`src/rtl/id_stage_if.sv`:
```
`default_nettype none
// ============================================================================
//  Module      : id_stage_in_if / id_stage_out_if
//  Description : Handshake bundles around the registered decode stage.
//                id_stage_in_if  : fetch -> decode (PC, instruction,
//                                  valid/ready).
//                id_stage_out_if : decode -> execute (decoded operands and
//                                  control, valid/ready).
//                In both bundles the producer takes the master modport and
//                the consumer takes the slave modport.
//  Revision    : 1.0 - initial release
// ============================================================================

interface id_stage_in_if #(
    parameter int XLEN = 32
);
    logic [XLEN-1:0] inst_addr_i;
    logic [31:0]     inst_i;
    logic            in_valid_i;
    logic            in_ready_o;

    modport master (output inst_addr_i, inst_i, in_valid_i, input  in_ready_o);
    modport slave  (input  inst_addr_i, inst_i, in_valid_i, output in_ready_o);
endinterface

interface id_stage_out_if #(
    parameter int XLEN  = 32,
    parameter int RF_AW = 5
);
    logic             out_valid_o;
    logic             out_ready_i;
    logic [XLEN-1:0]  inst_addr_o;
    logic [31:0]      inst_o;
    logic [XLEN-1:0]  op_1_o;
    logic [XLEN-1:0]  op_2_o;
    logic [3:0]       alu_op_o;
    logic [RF_AW-1:0] wd_addr_o;
    logic             reg_wen_o;
    logic             mem_ren_o;
    logic             illegal_o;

    modport master (output out_valid_o, inst_addr_o, inst_o, op_1_o, op_2_o,
                           alu_op_o, wd_addr_o, reg_wen_o, mem_ren_o, illegal_o,
                    input  out_ready_i);
    modport slave  (input  out_valid_o, inst_addr_o, inst_o, op_1_o, op_2_o,
                           alu_op_o, wd_addr_o, reg_wen_o, mem_ren_o, illegal_o,
                    output out_ready_i);
endinterface

`default_nettype wire

```
`src/rtl/id_stage.sv`:
```
`default_nettype none
// ============================================================================
//  Module      : id_stage
//  Description : Registered RV32I decode stage (integer ALU ops, LUI, AUIPC,
//                loads). Decodes the incoming instruction into one output
//                register with valid/ready handshakes on both sides, a flush
//                that kills the held instruction, and load-use hazard
//                stalling.
//  Ports       : clk, rst_n      - clock, asynchronous active-low reset
//                up  (slave)     - inst_addr_i, inst_i, in_valid_i, in_ready_o
//                dn  (master)    - out_valid_o, out_ready_i, inst_addr_o,
//                                  inst_o, op_1_o, op_2_o, alu_op_o,
//                                  wd_addr_o, reg_wen_o, mem_ren_o, illegal_o
//                rs1/rs2_addr_o  - regfile read addresses (combinational)
//                rs1/rs2_data_i  - regfile read data (same cycle)
//                flush_i         - kill contents on redirect
//  Options     : FWD_EN - when defined, adds fwd_wen_i / fwd_addr_i /
//                fwd_data_i so a writeback result overrides regfile data.
//  Revision    : 1.0 - initial release
// ============================================================================

module id_stage #(
    parameter int          XLEN     = 32,
    parameter int          RF_AW    = 5,
    parameter logic [31:0] NOP_INST = 32'h0000_0013
) (
    input  logic              clk,
    input  logic              rst_n,
    id_stage_in_if.slave      up,
    id_stage_out_if.master    dn,
    output logic [RF_AW-1:0]  rs1_addr_o,
    output logic [RF_AW-1:0]  rs2_addr_o,
    input  logic [XLEN-1:0]   rs1_data_i,
    input  logic [XLEN-1:0]   rs2_data_i,
`ifdef FWD_EN
    input  logic              fwd_wen_i,
    input  logic [RF_AW-1:0]  fwd_addr_i,
    input  logic [XLEN-1:0]   fwd_data_i,
`endif
    input  logic              flush_i
);

    localparam logic [6:0] c_opc_op_imm = 7'b0010011;
    localparam logic [6:0] c_opc_op     = 7'b0110011;
    localparam logic [6:0] c_opc_load   = 7'b0000011;
    localparam logic [6:0] c_opc_lui    = 7'b0110111;
    localparam logic [6:0] c_opc_auipc  = 7'b0010111;

    localparam logic [3:0] c_alu_add   = 4'd0;
    localparam logic [3:0] c_alu_sub   = 4'd1;
    localparam logic [3:0] c_alu_sll   = 4'd2;
    localparam logic [3:0] c_alu_slt   = 4'd3;
    localparam logic [3:0] c_alu_sltu  = 4'd4;
    localparam logic [3:0] c_alu_xor   = 4'd5;
    localparam logic [3:0] c_alu_srl   = 4'd6;
    localparam logic [3:0] c_alu_sra   = 4'd7;
    localparam logic [3:0] c_alu_or    = 4'd8;
    localparam logic [3:0] c_alu_and   = 4'd9;
    localparam logic [3:0] c_alu_passb = 4'd10;

    // ------------------------------------------------------------------
    // Instruction fields
    // ------------------------------------------------------------------
    logic [6:0]      w_opcode;
    logic [2:0]      w_funct3;
    logic [6:0]      w_funct7;
    logic [4:0]      w_rd;
    logic            w_f7_std;
    logic [XLEN-1:0] w_imm_i;
    logic [XLEN-1:0] w_imm_u;
    logic [XLEN-1:0] w_shamt;

    assign w_opcode = up.inst_i[6:0];
    assign w_funct3 = up.inst_i[14:12];
    assign w_funct7 = up.inst_i[31:25];
    assign w_rd     = up.inst_i[11:7];
    assign w_f7_std = (w_funct7 == 7'b0000000) || (w_funct7 == 7'b0100000);
    assign w_imm_i  = XLEN'($signed(up.inst_i[31:20]));
    assign w_imm_u  = XLEN'($signed({up.inst_i[31:12], 12'b0}));
    assign w_shamt  = XLEN'(up.inst_i[24:20]);

    assign rs1_addr_o = RF_AW'(up.inst_i[19:15]);
    assign rs2_addr_o = RF_AW'(up.inst_i[24:20]);

    // ------------------------------------------------------------------
    // Source operand values (writeback bypass applied before muxing)
    // ------------------------------------------------------------------
    logic [XLEN-1:0] w_rs1_val;
    logic [XLEN-1:0] w_rs2_val;

`ifdef FWD_EN
    assign w_rs1_val = (fwd_wen_i && (fwd_addr_i != '0) && (fwd_addr_i == rs1_addr_o))
                       ? fwd_data_i : rs1_data_i;
    assign w_rs2_val = (fwd_wen_i && (fwd_addr_i != '0) && (fwd_addr_i == rs2_addr_o))
                       ? fwd_data_i : rs2_data_i;
`else
    assign w_rs1_val = rs1_data_i;
    assign w_rs2_val = rs2_data_i;
`endif

    // ------------------------------------------------------------------
    // Decoder
    // ------------------------------------------------------------------
    logic [XLEN-1:0]  w_op1;
    logic [XLEN-1:0]  w_op2;
    logic [3:0]       w_alu;
    logic             w_ren;
    logic             w_ill;
    logic             w_use_rs1;
    logic             w_use_rs2;
    logic             w_wen;
    logic [RF_AW-1:0] w_wd;

    always_comb begin
        w_op1     = '0;
        w_op2     = '0;
        w_alu     = c_alu_add;
        w_ren     = 1'b0;
        w_ill     = 1'b0;
        w_use_rs1 = 1'b0;
        w_use_rs2 = 1'b0;
        case (w_opcode)
            c_opc_op_imm: begin
                w_use_rs1 = 1'b1;
                w_op1     = w_rs1_val;
                w_op2     = w_imm_i;
                case (w_funct3)
                    3'b000:  w_alu = c_alu_add;
                    3'b010:  w_alu = c_alu_slt;
                    3'b011:  w_alu = c_alu_sltu;
                    3'b100:  w_alu = c_alu_xor;
                    3'b110:  w_alu = c_alu_or;
                    3'b111:  w_alu = c_alu_and;
                    3'b001: begin
                        w_alu = c_alu_sll;
                        w_op2 = w_shamt;
                        w_ill = ~w_f7_std;
                    end
                    default: begin
                        w_alu = up.inst_i[30] ? c_alu_sra : c_alu_srl;
                        w_op2 = w_shamt;
                        w_ill = ~w_f7_std;
                    end
                endcase
            end
            c_opc_op: begin
                w_use_rs1 = 1'b1;
                w_use_rs2 = 1'b1;
                w_op1     = w_rs1_val;
                w_op2     = w_rs2_val;
                case (w_funct3)
                    3'b000:  w_alu = up.inst_i[30] ? c_alu_sub : c_alu_add;
                    3'b001:  w_alu = c_alu_sll;
                    3'b010:  w_alu = c_alu_slt;
                    3'b011:  w_alu = c_alu_sltu;
                    3'b100:  w_alu = c_alu_xor;
                    3'b101:  w_alu = up.inst_i[30] ? c_alu_sra : c_alu_srl;
                    3'b110:  w_alu = c_alu_or;
                    default: w_alu = c_alu_and;
                endcase
                // The alternate funct7 only exists for SUB and SRA.
                w_ill = ~((w_funct7 == 7'b0000000) ||
                          ((w_funct7 == 7'b0100000) &&
                           ((w_funct3 == 3'b000) || (w_funct3 == 3'b101))));
            end
            c_opc_load: begin
                w_use_rs1 = 1'b1;
                w_op1     = w_rs1_val;
                w_op2     = w_imm_i;
                w_ren     = 1'b1;
                w_ill     = (w_funct3 == 3'b011) || (w_funct3 == 3'b110) ||
                            (w_funct3 == 3'b111);
            end
            c_opc_lui: begin
                w_op2 = w_imm_u;
                w_alu = c_alu_passb;
            end
            c_opc_auipc: begin
                w_op1 = up.inst_addr_i;
                w_op2 = w_imm_u;
            end
            default: w_ill = 1'b1;
        endcase
        // Illegal instructions travel downstream as inert bubbles with a flag.
        if (w_ill) begin
            w_op1 = '0;
            w_op2 = '0;
            w_ren = 1'b0;
        end
    end

    assign w_wen = ~w_ill && (w_rd != 5'd0);
    assign w_wd  = w_ill ? '0 : RF_AW'(w_rd);

    // ------------------------------------------------------------------
    // Handshake and load-use hazard
    // ------------------------------------------------------------------
    logic             r_valid;
    logic [XLEN-1:0]  r_pc;
    logic [31:0]      r_inst;
    logic [XLEN-1:0]  r_op1;
    logic [XLEN-1:0]  r_op2;
    logic [3:0]       r_alu;
    logic [RF_AW-1:0] r_wd;
    logic             r_wen;
    logic             r_ren;
    logic             r_ill;

    logic w_hazard;
    logic w_accept;

    // A load in the output register cannot feed the next instruction;
    // holding the consumer back until the load leaves yields one bubble.
    assign w_hazard = r_valid && r_ren && (r_wd != '0) && up.in_valid_i &&
                      ((w_use_rs1 && (rs1_addr_o == r_wd)) ||
                       (w_use_rs2 && (rs2_addr_o == r_wd)));

    assign up.in_ready_o = flush_i || ((~r_valid || dn.out_ready_i) && ~w_hazard);
    assign w_accept      = up.in_valid_i && up.in_ready_o;

    always_ff @(posedge clk or negedge rst_n) begin
        if (!rst_n) begin
            r_valid <= 1'b0;
            r_pc    <= '0;
            r_inst  <= NOP_INST;
            r_op1   <= '0;
            r_op2   <= '0;
            r_alu   <= c_alu_add;
            r_wd    <= '0;
            r_wen   <= 1'b0;
            r_ren   <= 1'b0;
            r_ill   <= 1'b0;
        end else if (flush_i) begin
            // Anything accepted during a flush belongs to the killed path.
            r_valid <= 1'b0;
        end else if (w_accept) begin
            r_valid <= 1'b1;
            r_pc    <= up.inst_addr_i;
            r_inst  <= up.inst_i;
            r_op1   <= w_op1;
            r_op2   <= w_op2;
            r_alu   <= w_alu;
            r_wd    <= w_wd;
            r_wen   <= w_wen;
            r_ren   <= w_ren;
            r_ill   <= w_ill;
        end else if (r_valid && dn.out_ready_i) begin
            r_valid <= 1'b0;
        end
    end

    assign dn.out_valid_o = r_valid;
    assign dn.inst_addr_o = r_pc;
    assign dn.inst_o      = r_valid ? r_inst : NOP_INST;
    assign dn.op_1_o      = r_op1;
    assign dn.op_2_o      = r_op2;
    assign dn.alu_op_o    = r_alu;
    assign dn.wd_addr_o   = r_wd;
    assign dn.reg_wen_o   = r_wen;
    assign dn.mem_ren_o   = r_ren;
    assign dn.illegal_o   = r_ill;

endmodule

`default_nettype wire

```
`src/flat_wrapper.sv`:
```
// flat-port wrapper written by rule: the top's interface ports become plain ports
module id_stage_flat 
#(
    parameter int          XLEN     = 32,
    parameter int          RF_AW    = 5,
    parameter logic [31:0] NOP_INST = 32'h0000_0013
)
  (clk, rst_n, rs1_addr_o, rs2_addr_o, rs1_data_i, rs2_data_i, flush_i, up_inst_addr_i, up_inst_i, up_in_valid_i, up_in_ready_o, dn_out_valid_o, dn_inst_addr_o, dn_inst_o, dn_op_1_o, dn_op_2_o, dn_alu_op_o, dn_wd_addr_o, dn_reg_wen_o, dn_mem_ren_o, dn_illegal_o, dn_out_ready_i);
  id_stage_in_if #(.XLEN(XLEN)) up_i ();
  id_stage_out_if #(.XLEN(XLEN), .RF_AW(RF_AW)) dn_i ();
  input  logic clk;
  input  logic rst_n;
  output logic [RF_AW-1:0] rs1_addr_o;
  output logic [RF_AW-1:0] rs2_addr_o;
  input  logic [XLEN-1:0] rs1_data_i;
  input  logic [XLEN-1:0] rs2_data_i;
  input  logic flush_i;
  input wire logic [$bits(up_i.inst_addr_i)-1:0] up_inst_addr_i;
  input wire logic [$bits(up_i.inst_i)-1:0] up_inst_i;
  input wire logic [$bits(up_i.in_valid_i)-1:0] up_in_valid_i;
  output wire logic [$bits(up_i.in_ready_o)-1:0] up_in_ready_o;
  output wire logic [$bits(dn_i.out_valid_o)-1:0] dn_out_valid_o;
  output wire logic [$bits(dn_i.inst_addr_o)-1:0] dn_inst_addr_o;
  output wire logic [$bits(dn_i.inst_o)-1:0] dn_inst_o;
  output wire logic [$bits(dn_i.op_1_o)-1:0] dn_op_1_o;
  output wire logic [$bits(dn_i.op_2_o)-1:0] dn_op_2_o;
  output wire logic [$bits(dn_i.alu_op_o)-1:0] dn_alu_op_o;
  output wire logic [$bits(dn_i.wd_addr_o)-1:0] dn_wd_addr_o;
  output wire logic [$bits(dn_i.reg_wen_o)-1:0] dn_reg_wen_o;
  output wire logic [$bits(dn_i.mem_ren_o)-1:0] dn_mem_ren_o;
  output wire logic [$bits(dn_i.illegal_o)-1:0] dn_illegal_o;
  input wire logic [$bits(dn_i.out_ready_i)-1:0] dn_out_ready_i;
  assign up_i.inst_addr_i = up_inst_addr_i;
  assign up_i.inst_i = up_inst_i;
  assign up_i.in_valid_i = up_in_valid_i;
  assign up_in_ready_o = up_i.in_ready_o;
  assign dn_out_valid_o = dn_i.out_valid_o;
  assign dn_inst_addr_o = dn_i.inst_addr_o;
  assign dn_inst_o = dn_i.inst_o;
  assign dn_op_1_o = dn_i.op_1_o;
  assign dn_op_2_o = dn_i.op_2_o;
  assign dn_alu_op_o = dn_i.alu_op_o;
  assign dn_wd_addr_o = dn_i.wd_addr_o;
  assign dn_reg_wen_o = dn_i.reg_wen_o;
  assign dn_mem_ren_o = dn_i.mem_ren_o;
  assign dn_illegal_o = dn_i.illegal_o;
  assign dn_i.out_ready_i = dn_out_ready_i;
  id_stage #(.XLEN(XLEN), .RF_AW(RF_AW), .NOP_INST(NOP_INST)) u_core (.clk(clk), .rst_n(rst_n), .up(up_i), .dn(dn_i), .rs1_addr_o(rs1_addr_o), .rs2_addr_o(rs2_addr_o), .rs1_data_i(rs1_data_i), .rs2_data_i(rs2_data_i), .flush_i(flush_i));
endmodule
```
`config.mk`:
```
export PLATFORM = sky130hd
export DESIGN_NAME = id_stage_flat
export DESIGN_NICKNAME = d
export VERILOG_FILES = /design/src/rtl/id_stage_if.sv /design/src/rtl/id_stage.sv /design/src/flat_wrapper.sv
export SDC_FILE = /design/constraint.sdc
export NUM_CORES = 1
export LEC_CHECK = 0
export BUFFER_PORTS_ARGS = -buffer_cell sky130_fd_sc_hd__buf_2
export CAP_MARGIN = 20
export CORE_ASPECT_RATIO = 1.4
export CORE_MARGIN = 2
export CORE_UTILIZATION = 48
export DETAILED_ROUTE_END_ITERATION = 10
export GPL_TIMING_DRIVEN = 0
export PLACE_DENSITY = 0.83
export SETUP_SLACK_MARGIN = 0.5
export SLEW_MARGIN = 20
export SYNTH_ARGS = -nofsm -noshare
export SYNTH_HDL_FRONTEND = slang
export SYNTH_SLANG_ARGS = --single-unit
export TNS_END_PERCENT = 30
```
`constraint.sdc`:
```
create_clock -name clk -period 2.7 [get_ports clk]
set_clock_uncertainty 0.05 [all_clocks]
set_input_delay 0.54 -clock clk [delete_from_list [all_inputs] [get_ports clk]]
set_output_delay 0.54 -clock clk [all_outputs]
set_load 0.005 [all_outputs]
```
Yosys cells after proc, flatten, opt, wreduce, memory -nomap -nowiden
Index checks and enable logic that the tools add are counted.

Register bits: 141. Latch bits: 0. Bits in writable memories: 0. Memory bits (read-only): 0. Input bits: 133. Output and inout bits: 152. Logic and storage cells: 80. Memories: 0.

Add/subtract/negate cells: 0. $mul: 0. Div/mod/pow operators: 0. $lt $le $gt $ge: 0. Equality and inequality tests: 15. Shift operators: 0. Multiplexer cells: 21. Bitwise operators: 6. Reduce and logical (&&, ||, !) cells: 28.

Operators with widths (number): $mux 32 (4); $pmux 32 s4 (1); $pmux 32 s2 (1); $pmux 4 s7 (2); $eq 7x6->1 const B (3); $eq 7x5->1 const B (2); $eq 3x3->1 const B (4); $pmux 4 s3 (1); $logic_and 1x1->1 (11); $eq 5x5->1 (2); $mux 1 (10); $reduce_bool 5->1 (2); $logic_or 1x1->1 (8); $eq 7x2->1 const B (1); $logic_not 7->1 (1); $eq 3x2->1 const B (2); $not 1->1 (6); $reduce_or 6->1 (1); $mux 5 (1); $pmux 1 s4 (1); $eq 3x1->1 const B (1); $logic_not 3->1 (1); $reduce_bool 3->1 (1); $reduce_or 3->1 (1); 2 further kinds (2).

Logic depth before layout (Yosys ltp)
Depth after elaboration: 12. Gate-level depth with buffers: 11.

Worst setup path before layout
OpenSTA, ideal clock, no wires.

Kind: input to register. Start point: in up_inst_i[5]. End point: reg u_core.r_pc[10], in the netlist u_core.dn.inst_addr_o[10]. Setup time: 125 ps. Arrival: 2226 ps. Required time: 2525 ps. Setup slack: 299 ps. Stages on the path: 10. Cells stage by stage: buf_2 -> nand2_1 -> nor3_2 -> nand4_1 -> a21oi_2 -> nand2b_1 -> buf_2 -> buf_6 -> buf_6 -> mux2_2.

Longest elaborated chain between the ends: 11. Elaborated cells on any way between the ends: 15. Classes of those cells: eq/ne: 3; mux: 2; bitwise: 1; reduce/logical: 9.

RTL lines: start, declared (line flat_wrapper.sv:19) `input wire logic [$bits(up_i.inst_i)-1:0] up_inst_i;`; $eq 7x2->1 (tied with other cells) (line id_stage.sv:122) `case (w_opcode)`; $reduce_or 3->1 (no source line); $mux 1 (line id_stage.sv:122); $logic_and 1x1->1 (line id_stage.sv:215) `((w_use_rs1 && (rs1_addr_o == r_wd)) ||`; $logic_or 1x1->1 * (line id_stage.sv:215); $logic_and 1x1->1 * (line id_stage.sv:214) `assign w_hazard = r_valid && r_ren && (r_wd != '0) && up.in_valid_i &&`; $not 1->1 * (line id_stage.sv:218) `assign up.in_ready_o = flush_i || ((~r_valid || dn.out_ready_i) && ~w_hazard);`; $logic_and 1x1->1 * (line id_stage.sv:218); $logic_or 1x1->1 * (line id_stage.sv:218); $logic_and 1x1->1 * (line id_stage.sv:219) `assign w_accept = up.in_valid_i && up.in_ready_o;`; $reduce_and 2->1 (no source line) *; end signal, assigned (line id_stage.sv:238) `r_pc <= up.inst_addr_i;`; end, declared (line id_stage.sv:199) `logic [XLEN-1:0] r_pc;`.

Mark *: on every way between the ends. The rest lies on a longest branch, timed or not. A chain may end at the register's enable or synchronous reset.

Worst setup path in the final report
Start point: reg u_core.r_wd[4], in the netlist u_core.dn.wd_addr_o[4]. End point: reg u_core.r_op2[14], in the netlist u_core.dn.op_2_o[14].

Longest elaborated chain between the ends: 9. Elaborated cells on any way between the ends: 14. Classes of those cells: eq/ne: 2; bitwise: 1; reduce/logical: 11.

RTL lines: start, declared (line id_stage.sv:204) `logic [RF_AW-1:0] r_wd;`; start signal, assigned (line id_stage.sv:243) `r_wd <= w_wd;`; $eq 5x5->1 (tied with other cells) (line id_stage.sv:215); $logic_and 1x1->1 (on tied branches) (line id_stage.sv:215, id_stage.sv:214, id_stage.sv:216); $logic_or 1x1->1 or $logic_and 1x1->1 (tied branches) (line id_stage.sv:215, id_stage.sv:214); $logic_and 1x1->1 * (line id_stage.sv:214); $not 1->1 * (line id_stage.sv:218); $logic_and 1x1->1 * (line id_stage.sv:218); $logic_or 1x1->1 * (line id_stage.sv:218); $logic_and 1x1->1 * (line id_stage.sv:219); $reduce_and 2->1 (no source line) *; end signal, assigned (line id_stage.sv:241) `r_op2 <= w_op2;`; end, declared (line id_stage.sv:202) `logic [XLEN-1:0] r_op2;`.

Marked as above.

==> metrics.csv <==
metric;value;unit
drt-total-wl;21.1;mm
hold_class;input port to async pin;
hold_ws;17.1;ps
crit_chain;xor2_1 > nor3_1 > nand4_1 > a21oi_2 > buf_4 > nand2b_4 > buf_8 > buf_12 > buf_8 > buf_16 > buf_6 > buf_8 > o2bb2ai_4;
setup_viol;0;
fillers;976;
wl_per_cell;20.3;um
cpMaxStageDelayCell;dfrtp_2;
grt_pass1_vias;5773;
cp-start-kind;flip-flop;
worstPathRequired;2990;ps
worst_setup_path_end_kind;flip-flop;
ys_types;40;
place_congestion;0.843;
syn2layout_area_growth;48.1;%
clockBufferDepth;2;
seq_area_frac_synth;54.7;%
yosys_warnings;0;
nNetsFinal;978;
layout_common_cells;283 x buf_2, 133 x dfrtp_1, 49 x mux2_2;
max_cap_violations;0;
critPathKind;flip-flop to flip-flop;
peakVddDrop;0.000356;V
period_share;89.9;%
timing.fmax;412;MHz
antenna_cells;0;
worstSkewPairLatency;410;ps
antenna_found_initial;0;
core_area;13300;um^2
syn_nets;646;
cts_hold_buf;0;
cts_tree;built;
fp-row-count;50;
grt_setup_unrepaired;true;
ys_ff_latch;141;
total_power;5.46;mW
start_util;48.7;%
grt_max_degree;75;
powerDensity;571;nW/um^2
cpPeakStageDelay;450;ps
synthCells;513;
relSlewSlack;61.1;%
drtIter0Drc;266;
post-dp-hpwl;14.7;mm
worst_slew_pin_slew;580;ps
drive_gt1_share;56.9;%
path_common_cell;buf_8;
numPortBuffers;280;
globalRoute.totalOverflow;0;
grt_use_total;28.5;%
cts.htree.levels;4;
die_h;141;um
synth_area;6460;um^2
hold_violations;0;
ioPinCount;285;
cts_sinks;141;
cp_max_fo;7;
vias;5757;
cts_buffers;17;
final_common_cell;buf_2;
cts.root.buffer_cell;clkbuf_16;
fin_crit;2430;ps
p_leak;4.64;nW
drv_slew;0;
worst_ep_arrival_time;2710;ps
r2r-end;u_core.dn.op_2_o[14];
drc;0;
clk_pin_slew;60;ps
ant_nets;0;
die_area;14400;um^2
syn_area_per_cell;12.6;um^2
status;finished clean;
die_w;102;um
dr.pass1.iters;5;
ff2ff_setup_slack;270;ps
grt_pass1_wl;31.1;mm
multi_input_area;2870;um^2
register_area;3540;um^2
viasPerCell;5.54;
ff2ff_path_depth;13;
timing.rr.start;u_core.dn.wd_addr_o[4];
==> how the worst max path moves through the flow <==
| stage | startpoint | endpoint | slack (ps) | cells past startpoint |
|---|---|---|---|---|
| global placement | rst_n | u_core.r_inst[16] | -950 | 1 |
| detailed placement | up_inst_i[6] | u_core.dn.op_1_o[28] | -250 | 9 |
| global route | u_core.dn.wd_addr_o[4] | u_core.dn.op_2_o[14] | 170 | 13 |
| CTS | u_core.dn.wd_addr_o[0] | up_in_ready_o | 360 | 6 |
| finish | u_core.dn.wd_addr_o[4] | u_core.dn.op_2_o[14] | 270 | 13 |
| floorplan | up_inst_i[3] | u_core.dn.inst_addr_o[10] | 360 | 9 |
==> stage by stage <==
step                utilization [%]  setup TNS (ps)  setup WS (ps)  std cells  cell area, um^2
detailed placement             61.5          -19880           -248        976             8160
finish                         72.1               0            272       1039             9560
global route                   72.1               0            173       1039             9560
CTS                            69.1               0            361       1028             9160
global placement               61.2         -148240           -947        975             8120
floorplan                         -               0            361        513             6490
==> metal layers <==
metal	GRT usage (%)	share of wire (%)
met1	33.2	38
met2	51.3	53
met3	6.94	6.4
met4	8.07	2.7
met5	0	0
==> flip-flops by register name, indices dropped and copies added (netlist names) <==
register / count
u_core.dn.op_2_o: 32
u_core.dn.inst_addr_o: 32
u_core.dn.out_valid_o: 1
u_core.dn.wd_addr_o: 5
u_core.dn.reg_wen_o: 1
u_core.dn.illegal_o: 1
u_core.dn.alu_op_o: 4
u_core.dn.op_1_o: 32
u_core.r_inst: 32
u_core.dn.mem_ren_o: 1
==> cells in the mapped netlist <==
cell type  count  area (um^2)
a21oi_1        6         30.0
dfrtp_1      138         3450
and3_1         1         6.26
a221oi_1      20          175
nand3_1        1         5.00
buf_6         11          124
and2_0         1         6.26
or3_1          2         12.5
o21ai_0        6         30.0
buf_2          8         40.0
clkbuf_1      26         97.6
nand4bb_1      1         11.3
a22oi_1       43          323
nand4_1        3         18.8
or4_1          1         7.51
and2_1        31          194
a211oi_1       1         7.51
a31oi_1        1         6.26
nor2b_1        2         12.5
o211ai_1       1         7.51
nand4b_1       1         8.76
dfstp_2        3         78.8
xor2_1         7         61.3
nor3b_1        1         7.51
mux2_2        67          754
xnor2_1        4         35.0
a21oi_2        1         8.76
o2bb2ai_1     71          622
nand2b_1       6         37.5
a21boi_0       1         7.51
nand2_1       11         41.3
nand4bb_4      1         27.5
o32ai_1        1         8.76
nor3_1         5         25.0
buf_1          1         3.75
buf_4         10         75.1
nor2_1         8         30.0
nor3_2         2         20.0
mux2i_1        1         10.0
inv_1          7         26.3
==> worst max-delay path, delay by kind of cell (launching register included) <==
family | cells | cell delay (ps)
xor+xnor | 1 | 150
simple gates | 3 | 470
compound gates | 2 | 360
flops | 1 | 450
buf+inv | 7 | 880
==> where the power goes <==
part / total (mW) / switching (mW) / leakage (nW) / internal (mW)
Sequential: 2.37 / 0.0828 / 1.81 / 2.29
Clock: 2.25 / 0.931 / 0.264 / 1.32
Combinational: 0.836 / 0.366 / 2.56 / 0.470
==> timing repair <==
item / in CTS / in global routing
buffers inserted: 16 / 9
gates cloned: 5 / 2
setup endpoints to repair: 151 / 163
gates resized for setup: 45 / 58
pin swaps: 6 / 3
==> cells by family (layout without fill, tap and decap cells) <==
group	after synthesis	count (layout)	share of synthesized area, %
simple gates	78	78	7.31
flops	141	141	54.7
xor+xnor	11	11	1.49
compound gates	152	152	19.0
mux	68	68	11.8
buf+inv	63	407	5.68
==> final cells by class <==
type,count,area share (%)
Buffer,56,4.89
Clock buffer,19,4.74
Clock inverter,12,1.18
Inverter,7,0.275
Multi-Input combinational cell,309,30.0
Sequential cell,141,37.0
Tap cell,182,2.38
Timing Repair Buffer,313,19.5
Note: power is estimated with default switching activity, not from simulation.
